## src/rtl/serial_alu_seq.sv

```systemverilog
// Bit-serial sequencer driving an external 1-bit ALU slice: feeds one operand bit pair per
// clock, chains carry through the slice for add, and assembles the returned bits LSB first.
module serial_alu_seq #(
   parameter int WIDTH = 8
) (
   input  logic             clk,
   input  logic             rst_n,
   input  logic             start,
   input  logic [1:0]       op,
   input  logic [WIDTH-1:0] a,
   input  logic [WIDTH-1:0] b,
   input  logic             cin,
   output logic             busy,
   output logic             done,
   output logic [WIDTH-1:0] result,
   output logic             flag,
   output logic             slice_a,
   output logic             slice_b,
   output logic             slice_cin,
   output logic             slice_c0,
   output logic             slice_c1,
   input  logic             slice_y,
   input  logic             slice_z
);

   localparam int IW = (WIDTH > 2) ? $clog2(WIDTH) : 1;
   localparam logic [IW-1:0] LAST_IDX = IW'(WIDTH - 1);
   localparam logic [1:0] OP_ADD = 2'b00;
   localparam logic [1:0] OP_CMP = 2'b11;

   typedef enum logic [1:0] {IDLE, RUN, DONE} state_t;

   state_t           state_reg, state_next;
   logic [WIDTH-1:0] a_reg, a_next;
   logic [WIDTH-1:0] b_reg, b_next;
   logic [1:0]       op_reg, op_next;
   logic             carry_reg, carry_next;
   logic             acc_ne_reg, acc_ne_next;
   logic [IW-1:0]    idx_reg, idx_next;
   logic [WIDTH-1:0] result_reg, result_next;
   logic             flag_reg, flag_next;

   always_ff @(posedge clk) begin
      if (!rst_n) begin
         state_reg  <= IDLE;
         a_reg      <= '0;
         b_reg      <= '0;
         op_reg     <= '0;
         carry_reg  <= 1'b0;
         acc_ne_reg <= 1'b0;
         idx_reg    <= '0;
         result_reg <= '0;
         flag_reg   <= 1'b0;
      end else begin
         state_reg  <= state_next;
         a_reg      <= a_next;
         b_reg      <= b_next;
         op_reg     <= op_next;
         carry_reg  <= carry_next;
         acc_ne_reg <= acc_ne_next;
         idx_reg    <= idx_next;
         result_reg <= result_next;
         flag_reg   <= flag_next;
      end
   end

   always_comb begin
      state_next  = state_reg;
      a_next      = a_reg;
      b_next      = b_reg;
      op_next     = op_reg;
      carry_next  = carry_reg;
      acc_ne_next = acc_ne_reg;
      idx_next    = idx_reg;
      result_next = result_reg;
      flag_next   = flag_reg;
      case (state_reg)
         IDLE: begin
            if (start) begin
               a_next      = a;
               b_next      = b;
               op_next     = op;
               carry_next  = (op == OP_ADD) ? cin : 1'b0;
               acc_ne_next = 1'b0;
               idx_next    = '0;
               result_next = '0;
               flag_next   = 1'b0;
               state_next  = RUN;
            end
         end
         RUN: begin
            result_next = {slice_y, result_reg[WIDTH-1:1]};
            a_next      = a_reg >> 1;
            b_next      = b_reg >> 1;
            if (op_reg == OP_ADD) carry_next = slice_z;
            if (op_reg == OP_CMP) acc_ne_next = acc_ne_reg | slice_z;
            idx_next = idx_reg + IW'(1);
            if (idx_reg == LAST_IDX) begin
               // Flag captures the post-update carry / inequality on the final bit.
               if (op_reg == OP_ADD)      flag_next = carry_next;
               else if (op_reg == OP_CMP) flag_next = acc_ne_next;
               else                       flag_next = 1'b0;
               state_next = DONE;
            end
         end
         DONE:    state_next = IDLE;
         default: state_next = IDLE;
      endcase
   end

   assign busy      = (state_reg != IDLE);
   assign done      = (state_reg == DONE);
   assign result    = result_reg;
   assign flag      = flag_reg;
   assign slice_a   = (state_reg == RUN) & a_reg[0];
   assign slice_b   = (state_reg == RUN) & b_reg[0];
   assign slice_cin = (state_reg == RUN) & carry_reg;
   assign slice_c0  = (state_reg == RUN) & op_reg[0];
   assign slice_c1  = (state_reg == RUN) & op_reg[1];

endmodule

```

## config.mk

```make
export PLATFORM = sky130hd
export DESIGN_NAME = serial_alu_seq
export DESIGN_NICKNAME = d
export VERILOG_FILES = /design/src/rtl/serial_alu_seq.sv
export SDC_FILE = /design/constraint.sdc
export NUM_CORES = 1
export LEC_CHECK = 0
export ABC_CLOCK_PERIOD_IN_PS = 1650
export CAP_MARGIN = 20
export CORE_ASPECT_RATIO = 0.75
export CORE_MARGIN = 2
export CORE_UTILIZATION = 25
export CTS_CLUSTER_DIAMETER = 30
export DETAILED_ROUTE_END_ITERATION = 10
export PLACE_DENSITY = 0.47
export SLEW_MARGIN = 20
export SYNTH_ARGS = -nofsm -noshare
export SYNTH_HDL_FRONTEND = slang
export SYNTH_SLANG_ARGS = --single-unit
```

## constraint.sdc

```tcl
create_clock -name clk -period 1.65 [get_ports clk]
set_input_delay 0.33 -clock clk [delete_from_list [all_inputs] [get_ports clk]]
set_output_delay 0.33 -clock clk [all_outputs]
set_load 0.01 [all_outputs]
```

==> run metrics <==
Max IR drop VDD=about 360 uV; Total Power=1.72 mW; Root Buffer=clkbuf_8; Final Cycle Share=between 90% and 100%; most frequent cells in the layout=33 x dfxtp_1, 32 x clkdlybuf4s50_1, 28 x a21oi_1; FF-to-FF setup slack=0.27 ns; Setup Skew=~0.0065 ns; CP peak stage delay=0.31 ns; setup ws final=0.0555 ns; Hold Fails Final Rpt=0; CTS max path bufs=2; Syn Inst Count=165; CP Capture Type=output pin; DRT iter0 DRCs=approximately 50; Syn Std Cell Area=~1500 sq um; first-pass GRT wire length=5870 um; HP Class=flop to flop; via count=1308; Pint=roughly 1.3 mW; I/O Buffers=39; Post-Synth XOR/XNOR Area=0%; Yosys reg bits=34; Cell variety after synth=32; total gr overflow=0; CP Launch Type=flop; critical path required time=1.32 ns; H-Tree Depth=2; Max Freq=627 MHz; Comb pwr share=15.1%; ratio of total power to cell area=838 nW/um^2; R2R depth=4; Pleak=0.792 nW; fin. max-slew vios=0; yosys warns=0; status=finished, final reports clean; CTS tree=built; core area=5830 sq um; number of global-route vias before repair=1244; WS Path Type=flop to output pin; Sw Ratio=about a quarter; Final GP Congestion=about 0.71; RSZ-0062 raised after global routing=no; Reg2Reg Launch Point=state_reg[0]$_SDFFE_PN0P_; syn_nets=roughly 190; DRC=0; asr flop ratio synth=0%; crit path to=busy; Post-synth EDFFs=0; GRT Resource Usage Total=11.3%; largest net degree at the start of global routing=28; pre-CTS WS=-0.116 ns; Slew HR=roughly three fifths; Layout area overhead=35.5%; final hold slack=0.502 ns; share of cells above drive strength 1=approximately 12%; Final setup viols=0; Std-Cell Rows=24; area leader, netlist=dfxtp_1; mux share of post-synthesis cell area=2.06%; router iterations before antenna repair=4; Starting Density=a little over a quarter; Post-Synth Adder-Cell Area=1.65%; fin crit period=1.59 ns; Slowest cell on crit path=dfxtp_1; Vias/cell=4.57; CTS sink count=34; Mean Syn Cell Area=a little over 9 sq um; Clock Power Share=about a third; share of the synthesized area in the top cell type=roughly 45%; Die Span Y=71.4 um; Inserted Clock Buffers=5; antenna diode count=0; dpl hpwl=2380 um; synth top area cells=dfxtp_1 45%, a21oi_1 9.2%, nor2b_1 6.2%; # nets final=around 230; Avg WL per Cell=12.5 um; sequential power share=around 52%; P_sw=approximately 430 uW; Crit. Startpoint=state_reg[0]$_SDFFE_PN0P_; die area=6710 sq um; critical path peak fanout=8; WL final=3560 um; clock-pin slew on the worst setup and hold paths=0.06 ns; antenna violations before repair=0; sequential-to-total area share from yosys stat=44.9%; cts hold-fix bufs=0; Simple-Gate Fraction of Synth Area=17.3%; r2r endpoint=a_reg[7]$_SDFFE_PN0P_; largest family of logic cells by synthesized area=compound AO/OA/AOI/OAI gates; CP Cell Sequence=buf_4 -> or2_2 -> clkdlybuf4s15_1; worst path arrival time=1.26 ns; Clk Latency, worst-skew pair=0.29 ns; Top FF cell, synth=dfxtp_1; Max Cap Viol=0; Detail Route Antenna Nets=0; I/O pin count=40; post-synthesis compound-gate area fraction=around 28%; Least-Margin Pin Slew=0.619 ns; die boundary width=93.9 um; most common cell after layout, fill and taps aside=dfxtp_1
[cell usage after synthesis (2+ instances only)]
master    instances
dfxtp_1          34
a21oi_1          28
o21ai_0          18
nand2_1          15
nor2b_1          15
a22oi_1          12
and2_1            5
buf_2             5
clkbuf_1          3
nand2b_1          3
buf_4             2
buf_6             2
ha_1              2
mux2i_1           2
o211ai_1          2
[worst min-delay path by stage]
stage,startpoint,cells after the start,end
2_1_floorplan,b[1],2,b_reg[1]$_SDFFE_PN0P_
3_3_place_gp,acc_ne_reg$_SDFFE_PN0P_,2,acc_ne_reg$_SDFFE_PN0P_
3_5_place_dp,acc_ne_reg$_SDFFE_PN0P_,2,acc_ne_reg$_SDFFE_PN0P_
4_1_cts,acc_ne_reg$_SDFFE_PN0P_,2,acc_ne_reg$_SDFFE_PN0P_
5_1_grt,flag$_SDFFE_PN0P_,1,flag$_SDFFE_PN0P_
6_report,acc_ne_reg$_SDFFE_PN0P_,2,acc_ne_reg$_SDFFE_PN0P_
[critical path, delay by kind of cell, from the launching register on]
| kind | cells | cell delay, ns |
|---|---|---|
| buf+inv | 2 | 0.40 |
| simple gates | 1 | 0.27 |
| flops | 1 | 0.31 |
[cells by family after synthesis]
| logic type | count (synthesis) |
|---|---|
| DFF | 34 |
| and+or+nand+nor | 44 |
| AOI/OAI and AO/OA | 68 |
| adders and majority gates | 2 |
| buffers and inverters | 14 |
| muxes | 3 |
[routing by layer]
metal	track usage (%)	share of wire, %	vias to the layer above
met5	0	0	-
met4	5.31	1.9	0
met3	3.26	5.1	7
met2	16.8	42	28
met1	15.2	51	606
li1	-	-	667
[area by class of cell]
cell class              instances  area (sq um)
well taps                      78          97.6
repair buffers                 49           452
flip-flops and latches         34           682
fillers                       618          3770
multi-input cells             117           742
clock buffers                   7          76.3
inverters                       1          3.75
[stage by stage]
step           instances  setup TNS [ns]  area, sq um  utilization [%]
2_1_floorplan        165               0         1520                -
3_3_place_gp         277           -1.43         1970             33.9
3_5_place_dp         277           -1.87         1970             33.9
4_1_cts              286               0         2060             35.4
5_1_grt              286               0         2050             35.2
6_report             286               0         2050             35.2
[timing repair]
item,in CTS,in global routing
endpoints found under the setup margin,7,3
gates resized for setup,9,5
buffers inserted,2,0
[power groups by stage]
stage | Combinational, mW | Clock [mW] | Sequential, mW
after floorplan | 0.159 | 0 | 0.901
after detailed placement | 0.264 | 0 | 0.906
final | 0.261 | 0.572 | 0.889
after global routing | 0.291 | 0.616 | 0.895
after global placement | 0.265 | 0 | 0.908
after CTS | 0.265 | 0.596 | 0.889
No activity file was read; power rests on OpenSTA's default activity.
